==> config.mk <==
export PLATFORM = sky130hd
export DESIGN_NAME = alu_cond_unit
export DESIGN_NICKNAME = d
export VERILOG_FILES = /design/src/rtl/alu_cond_unit.sv
export SDC_FILE = /design/constraint.sdc
export NUM_CORES = 1
export LEC_CHECK = 0
export CORE_UTILIZATION = 45
export DETAILED_ROUTE_END_ITERATION = 12
export GPL_ROUTABILITY_DRIVEN = 0
export HOLD_SLACK_MARGIN = 0.08
export PLACE_DENSITY_LB_ADDON = 0.1
export SLEW_MARGIN = 40
export SYNTH_ARGS = -nofsm -noshare
export SYNTH_HDL_FRONTEND = slang
export SYNTH_SLANG_ARGS = --single-unit
==> constraint.sdc <==
create_clock -name clk -period 3.4 [get_ports clk]
set_input_delay 0.85 -clock clk [delete_from_list [all_inputs] [get_ports clk]]
set_output_delay 0.85 -clock clk [all_outputs]
set_load 0.005 [all_outputs]
==> src/rtl/alu_cond_unit.sv <==
// rtl/alu_cond_unit.sv - ALU condition evaluation, flag register and skid-buffered output stage
module alu_cond_unit #(
  parameter int N     = 24,
  parameter int TAG_W = 4
) (
  input  logic             clk,
  input  logic             rst,
  input  logic             in_valid,
  output logic             in_ready,
  input  logic [N-1:0]     in_result,
  input  logic [3:0]       in_flags,
  input  logic [3:0]       in_cond,
  input  logic             in_flag_write,
  input  logic [TAG_W-1:0] in_tag,
  input  logic             flush,
  output logic             out_valid,
  input  logic             out_ready,
  output logic [N-1:0]     out_result,
  output logic [TAG_W-1:0] out_tag,
  output logic             out_exec,
  output logic [3:0]       flags_q
);

  logic             skid_valid;
  logic [N-1:0]     skid_result;
  logic [TAG_W-1:0] skid_tag;
  logic             skid_exec;

  logic accept;
  logic pass;
  logic out_free;
  logic f_n, f_z, f_c, f_v;

  assign {f_n, f_z, f_c, f_v} = flags_q;
  assign accept   = in_valid & in_ready & ~flush;
  // Output register can take a new entry this cycle when empty or being drained.
  assign out_free = ~out_valid | out_ready;

  always_comb begin
    pass = 1'b0;
    case (in_cond)
      4'd0:  pass = f_z;
      4'd1:  pass = ~f_z;
      4'd2:  pass = f_c;
      4'd3:  pass = ~f_c;
      4'd4:  pass = f_n;
      4'd5:  pass = ~f_n;
      4'd6:  pass = f_v;
      4'd7:  pass = ~f_v;
      4'd8:  pass = f_c & ~f_z;
      4'd9:  pass = ~f_c | f_z;
      4'd10: pass = (f_n == f_v);
      4'd11: pass = (f_n != f_v);
      4'd12: pass = ~f_z & (f_n == f_v);
      4'd13: pass = f_z | (f_n != f_v);
      4'd14: pass = 1'b1;
      default: pass = 1'b0;
    endcase
  end

  always_ff @(posedge clk or negedge rst) begin
    if (!rst) begin
      out_valid   <= 1'b0;
      out_result  <= '0;
      out_tag     <= '0;
      out_exec    <= 1'b0;
      skid_valid  <= 1'b0;
      skid_result <= '0;
      skid_tag    <= '0;
      skid_exec   <= 1'b0;
      in_ready    <= 1'b1;
      flags_q     <= 4'b0000;
    end else begin
      if (accept && pass && in_flag_write)
        flags_q <= in_flags;

      if (flush) begin
        out_valid  <= 1'b0;
        skid_valid <= 1'b0;
        in_ready   <= 1'b1;
      end else if (out_free) begin
        if (skid_valid) begin
          out_valid  <= 1'b1;
          out_result <= skid_result;
          out_tag    <= skid_tag;
          out_exec   <= skid_exec;
          if (accept) begin
            skid_result <= in_result;
            skid_tag    <= in_tag;
            skid_exec   <= pass;
          end else begin
            skid_valid <= 1'b0;
            in_ready   <= 1'b1;
          end
        end else begin
          out_valid <= accept;
          if (accept) begin
            out_result <= in_result;
            out_tag    <= in_tag;
            out_exec   <= pass;
          end
        end
      end else if (accept) begin
        // Output stalled; accept implies the skid entry is empty.
        skid_valid  <= 1'b1;
        skid_result <= in_result;
        skid_tag    <= in_tag;
        skid_exec   <= pass;
        in_ready    <= 1'b0;
      end
    end
  end

endmodule

==> results of run 1 <==
synth_stat cells, drive strengths merged (2+ instances only):
cell and instances:
a31oi 2, nand2b 3, nor2b 6, xor2 4, nand2 13, o22ai 6, a21oi 29, nor2 31
dfrtp 64, clkbuf 2, mux2 28, buf 13, mux2i 29, inv 5, o21ai 4
sequential cells by signal, summed over array words and instances (netlist names), 4 cells and up:
signal	flops
out_result	24
flags_q	4
out_tag	4
skid_result	24
skid_tag	4
worst min path at each step:
stage	startpoint	end	slack, ps	cells after the start
after floorplan	skid_exec	skid_exec	450	2
after global placement	skid_exec	skid_exec	470	2
after detailed placement	skid_exec	skid_exec	480	2
after CTS	skid_exec	skid_exec	500	2
after global routing	rst	out_tag[0]	470	1
final	rst	out_result[21]	450	1
area by class of cell:
type                       count  area (sq um)
fill                         532          2350
sequential                    65          1630
multi-input combinational    169          1220
timing repair buffer          79           813
clock buffer                  12           165
tap                           77          96.3
inverter                       5          18.8
clock inverter                 3          15.0
critical path, cell delays in order:
cell and delay, ps:
clkdlybuf4s50_1 490, nand2_1 170, a211oi_4 270, buf_4 490, o21ai_0 180, o22ai_1 140
logic make-up after synthesis:
family	count (synthesis)	share of synthesized area
and+or+nand+nor	60	0.0936
DFF	65	0.556
buffers and inverters	20	0.0333
xor gates and xnor gates	4	0.0120
AOI/OAI and AO/OA	47	0.0945
adders and majority gates	1	0.00342
muxes	57	0.207
per-stage QoR:
step                area (sq um)  total power, mW
CTS                         3960             2.33
floorplan                   2930             1.40
global placement            3750             1.70
detailed placement          3780             1.73
global route                3960             2.45
finish                      3960             2.30
where the power goes:
part	switching, mW	internal (mW)
logic	0.217	0.381
registers	0.131	0.980
clock network	0.277	0.316
layer usage:
| metal | global-route usage | vias up | wire length [microns] | share of wire |
|---|---|---|---|---|
| met2 | 0.280 | 47 | 2710 | 0.46 |
| met5 | 0 | - | 0 | 0 |
| met1 | 0.248 | 1024 | 2730 | 0.47 |
| met4 | 0.0879 | 0 | 68 | 0.012 |
| li1 | - | 1038 | - | - |
| met3 | 0.0637 | 8 | 351 | 0.060 |
==> results_dict.tcl, run 1 <==
set metrics [dict create \
    final_cell_mix "clkdlybuf4s50_1, dfrtp_1, nor2_1" \
    p_leak_nw 1.60 \
    slew_headroom 0.608 \
    syn-instance-count 254 \
    cts_sinks 65 \
    clk_pin_slew_ps 70 \
    ys_ff_latch 65 \
    cts.repair.resized 0 \
    fmax_ghz 0.427 \
    grt_max_degree 59 \
    detail_route.drc_violations 0 \
    status "finished, final reports clean" \
    layout_commonest_cell "clkdlybuf4s50_1" \
    finalHoldViolCount 0 \
    cp_max_fo 58 \
    r2r_slack_ps 1320 \
    rows 29 \
    post-route-period-util 0.689 \
    synth_edf_count 0 \
    detail-route-antenna-nets 0 \
    fin_cells 410 \
    synth_warnings 0 \
    grt-ovfl-total 0 \
    synth_top_cell_area_share 0.547 \
    grtUsageTotal 0.189 \
    synthTopCellsByArea "dfrtp_1, mux2_2, mux2i_1" \
    yosys.area.top_type "dfrtp_1" \
    layout-drive-gt1-share 0.159 \
    layout.nets 371 \
    area_growth_syn_to_layout_pct 35.3 \
    rr_endpoint "out_exec" \
    cts_tree "built" \
    worstMarginPinSlew_ps 588 \
    async_flop_share 1.00 \
    drtIter0Drc 86 \
    utilization 0.627 \
    synth_cell_type_count 35 \
    dpl.cell_count 395 \
    grt_pass1_wl_microns 9410 \
    dieArea_sq_um 6830 \
    hold_path.class "in2async" \
    powerDensity_nw_per_um2 581 \
    wl_per_cell_microns 14.3 \
    cts_htree_levels 3 \
    critPathLaunchType "primary input" \
    cts_made_buffers 9 \
    setup_tns_ps 0 \
    critPathCapture "out_exec" \
    netlist_area_sq_um 2930 \
    synth-main-ff-cell "dfrtp_1" \
    cp.arrival_ps 2590 \
    maxCapViolCount 0 \
    vias_per_cell 5.16 \
    vias 2117 \
    finClkSkew_ps 4.28 \
    vdd_drop_max_mv 0.355 \
    synth_area_per_cell_sq_um 11.5 \
    clockBufferDepth 2 \
    clockRootBuffer "clkbuf_8" \
    synth_nets 296 \
    hold_slack_ps 454 \
    rsz0062_at_grt "no" \
    r2r-start "skid_valid" \
    die_x_microns 82.6 \
    antenna-diode-count 0 \
    core_area_sq_um 6310 \
    worst_slack_ps 1060 \
    insertion_delay_ps 330 \
    required_ps 3650 \
    slew_violations 0 \
    first_global_vias 1969 \
    worstSetupStartpoint "in_valid" \
    pre_cts_slack_ps 686 \
    initial_core_util 0.464 \
    cts_hold_buf 0 \
    dp_hpwl_microns 3870 \
    die_y_microns 82.6 \
    wl_microns 5860 \
    setup_viol 0 \
    synth_seq_area_share 0.556 \
    first_pass_iters 4 \
    worstSetupEndpointType "flop" \
    path_class "in2reg" \
    antenna_found_initial 0 \
    reg2regPathDepth 5 \
    portBuffers 76 \
    ios 77 \
    period_minus_slack_ps 2340 \
    postCtsSetupBuffers 0 \
]
No activity file was read; power rests on OpenSTA's default activity.
==> inputs of run 2 (changes only) <==
clock period = 2.4 ns   (was 3.4 ns; I/O delays follow)
==> results_dict.tcl, run 2 (synthesis results as in run 1) <==
set metrics [dict create \
    status "finished with violations" \
    violations "DRC" \
    slew_violations 0 \
    finClkSkew_ps 8.35 \
    fmax_ghz 0.495 \
    antenna-diode-count 0 \
    vdd_drop_max_mv 0.571 \
    pre_cts_slack_ps 70.2 \
    layout.nets 376 \
    cp.arrival_ps 2210 \
    fin_area_sq_um 4050 \
    cts_made_buffers 9 \
    first_global_vias 2025 \
    top_layer_used "met4" \
    dieArea_sq_um 6830 \
    insertion_delay_ps 330 \
    worstSetupEndpointType "flop" \
    worstMarginPinSlew_ps 539 \
    cts_tree "built" \
    dp_hpwl_microns 3930 \
    hold_path.class "in2async" \
    wl_per_cell_microns 14.0 \
    rows 29 \
    n_fill_cell 529 \
    grt_max_degree 66 \
    path_class "in2reg" \
    powerDensity_nw_per_um2 858 \
    core_area_sq_um 6310 \
    setup_viol 0 \
    post-route-period-util 0.842 \
    clockRootBuffer "clkbuf_8" \
    p_leak_nw 1.64 \
    ios 77 \
    finalHoldViolCount 0 \
    clk_pin_slew_ps 80 \
    wl_microns 5810 \
    cts_sinks 65 \
    initial_core_util 0.464 \
    detail_route.drc_violations 2 \
    period_minus_slack_ps 2020 \
    reg_top3 "out_result (24), skid_result (24)" \
    place_area_sq_um 3820 \
    met3_length_microns 341 \
    setup_tns_ps 0 \
    maxCapViolCount 0 \
    grt_pass1_wl_microns 9180 \
    drtIter0Drc 92 \
    layout-drive-gt1-share 0.171 \
    vias 2187 \
    m1WireLength_microns 2690 \
    rsz0062_at_grt "no" \
    cts.repair.resized 0 \
    layout_commonest_cell "clkdlybuf4s50_1" \
    grtUsageTotal 0.180 \
    clockBufferDepth 2 \
    route.met2.wl_microns 2690 \
    first_pass_iters 8 \
    grt-ovfl-total 0 \
    critPathLaunchType "primary input" \
    area_growth_syn_to_layout_pct 38.3 \
    detail-route-antenna-nets 0 \
    worst_slack_ps 379 \
    hold_slack_ps 253 \
    die_x_microns 82.6 \
    power.total_mw 3.47 \
    final_cell_mix "clkdlybuf4s50_1, dfrtp_1, nor2_1" \
    required_ps 2590 \
    slew_headroom 0.641 \
    vias_per_cell 5.26 \
    cts_hold_buf 0 \
    cp_max_fo 9 \
    portBuffers 76 \
    reg2regPathDepth 5 \
    postCtsSetupBuffers 0 \
    antenna_found_initial 0 \
    die_y_microns 82.6 \
    cts_htree_levels 3 \
]
run 2: cell count changes in the layout (fill, tap and decap cells not counted), moves of 2 or more:
cell,previous run,this run
buf_4,2,5
clkinvlp_4,0,2
bufinv_16,0,2
buf_12,1,3
clkinv_2,3,0
run 2: layer usage:
metal / global-route usage / vias to the layer above
met2: 0.275 / 55
li1: - / 1048
met1: 0.245 / 1076
met4: 0.0724 / 0
met3: 0.0440 / 8
met5: 0 / -
run 2: power by group:
| group | switching, mW | internal (mW) | leakage, nW |
|---|---|---|---|
| logic | 0.312 | 0.546 | 0.769 |
| registers | 0.179 | 1.39 | 0.760 |
| clock network | 0.407 | 0.642 | 0.109 |
run 2: path summary, 6_finish.rpt:
kind | start | end | slack (ps)
max in group asynchronous | rst | in_ready | 1820
min in group clk | skid_exec | skid_exec | 500
hold reg to reg | skid_exec | skid_exec | 500
setup reg to reg | skid_valid | out_result[3] | 670
setup / recovery | in_cond[0] | flags_q[3] | 380
hold / removal | rst | skid_result[21] | 250
run 2: critical path: stages:
cell and delay, ps:
clkdlybuf4s50_1 560, xor2_1 230, a22oi_1 170, a21oi_1 130
nor3_2 360, o22ai_1 160
run 2: through the flow:
step | util | std cells
floorplan | - | 254
global placement | 0.605 | 400
detailed placement | 0.605 | 400
CTS | 0.641 | 416
global route | 0.641 | 416
finish | 0.641 | 416
run 2: final cells by class:
cell class              count  area [sq um]  share of cell area
clock buffers              12           155              0.0383
clock inverters             4          75.1              0.0185
inverters                   5          18.8             0.00464
multi-input cells         169          1220               0.301
flip-flops and latches     65          1630               0.402
well taps                  77          96.3              0.0238
repair buffers             84           853               0.211
==> inputs of run 3 (changes only) <==
clock period = 1.9 ns   (was 2.4 ns; I/O delays follow)
==> results_dict.tcl, run 3 (synthesis results as in run 1) <==
set metrics [dict create \
    grt_pass1_wl_microns 9430 \
    drtIter0Drc 73 \
    first_global_vias 2037 \
    powerDensity_nw_per_um2 1030 \
    clockRootBuffer "clkbuf_8" \
    wl_per_cell_microns 13.8 \
    cts_htree_levels 3 \
    clk_pin_slew_ps 60 \
    layout_commonest_cell "clkdlybuf4s50_1" \
    fin_area_sq_um 4110 \
    dieArea_sq_um 6830 \
    detail-route-antenna-nets 0 \
    finClkSkew_ps 6.27 \
    postCtsSetupBuffers 0 \
    rows 29 \
    cts_sinks 65 \
    cts_hold_buf 0 \
    required_ps 2110 \
    detail_route.drc_violations 0 \
    setup_viol 0 \
    place_area_sq_um 3900 \
    die_y_microns 82.6 \
    vias 2172 \
    status "finished, final reports clean" \
    slew_headroom 0.755 \
    path_class "in2reg" \
    utilization 0.651 \
    hold_path.class "in2async" \
    cp.arrival_ps 2020 \
    antenna-diode-count 0 \
    vias_per_cell 5.13 \
    grt_max_degree 66 \
    worstMarginPinSlew_ps 368 \
    cts_tree "built" \
    initial_core_util 0.464 \
    vdd_drop_max_mv 0.652 \
    grt-ovfl-total 0 \
    critPathLaunchType "primary input" \
    post-route-period-util 0.955 \
    layout-drive-gt1-share 0.191 \
    reg_top3 "out_result (24), skid_result (24)" \
    n_fill_cell 502 \
    cts.repair.resized 0 \
    ios 77 \
    wl_microns 5840 \
    grtUsageTotal 0.188 \
    area_growth_syn_to_layout_pct 40.5 \
    fmax_ghz 0.551 \
    maxCapViolCount 0 \
    antenna_found_initial 0 \
    cp_max_fo 7 \
    p_leak_nw 1.69 \
    layout.nets 384 \
    cts_made_buffers 9 \
    first_pass_iters 4 \
    dp_hpwl_microns 4010 \
    die_x_microns 82.6 \
    period_minus_slack_ps 1810 \
    core_area_sq_um 6310 \
    portBuffers 76 \
    final_cell_mix "clkdlybuf4s50_1, dfrtp_1, nor2_1" \
    finalHoldViolCount 0 \
    clockBufferDepth 2 \
    insertion_delay_ps 330 \
    worstSetupEndpointType "flop" \
    slew_violations 0 \
]
==> run 3: changes by cell type in the layout (fill, tap and decap cells not counted), sizes merged <==
cell / delta
buf: +8
bufinv: -1
clkdlybuf4s50: -2
clkinv: +2
clkinvlp: -2
dlymetal6s2s: +2
==> run 3: worst max-delay path, stage by stage <==
cell and delay (ps):
clkdlybuf4s50_1 570, nand3b_1 100, o2bb2ai_1 220, mux2i_2 370, o21a_2 210, o22ai_1 80
==> run 3: final cells by class <==
type	instances	area [sq um]	share of cell area
clock inverters	3	40.0	0.00974
clock buffers	12	155	0.0377
flip-flops and latches	65	1630	0.396
well taps	77	96.3	0.0234
repair buffers	92	943	0.229
inverters	5	18.8	0.00456
multi-input cells	169	1230	0.299
==> run 3: final timing paths <==
path	from	end	slack (ps)	depth (start not counted)
setup / recovery	in_cond[2]	flags_q[3]	90	6
min in group clk	skid_result[0]	skid_result[0]	490	1
hold reg to reg	skid_result[0]	skid_result[0]	490	1
setup reg to reg	flags_q[3]	out_exec	270	5
hold / removal	rst	out_result[21]	140	2
max in group asynchronous	rst	in_ready	1450	2
==> run 3: where the power goes <==
| group | internal [mW] | total (mW) | switching [mW] |
|---|---|---|---|
| registers | 1.75 | 1.97 | 0.222 |
| clock network | 0.666 | 1.15 | 0.482 |
| logic | 0.714 | 1.12 | 0.410 |
| total | 3.13 | 4.25 | 1.11 |
==> run 3: routing by layer <==
metal | share of wire | wire length (microns) | GRT usage
met1 | 0.46 | 2690 | 0.242
met2 | 0.47 | 2770 | 0.297
met3 | 0.048 | 278 | 0.0451
met4 | 0.018 | 103 | 0.0879
met5 | 0 | 0 | 0
==> run 3: metrics by stage <==
stage	cells	setup WS, ps	setup TNS [ps]	hold WS [ps]	power, mW
after floorplan	254	355	0	179	2.50
after global placement	408	-193	-6150	472	3.08
after detailed placement	408	-251	-6240	483	3.12
after CTS	423	22.3	0	157	4.29
after global routing	423	-16.2	-22.9	163	4.52
final	423	85.8	0	135	4.25
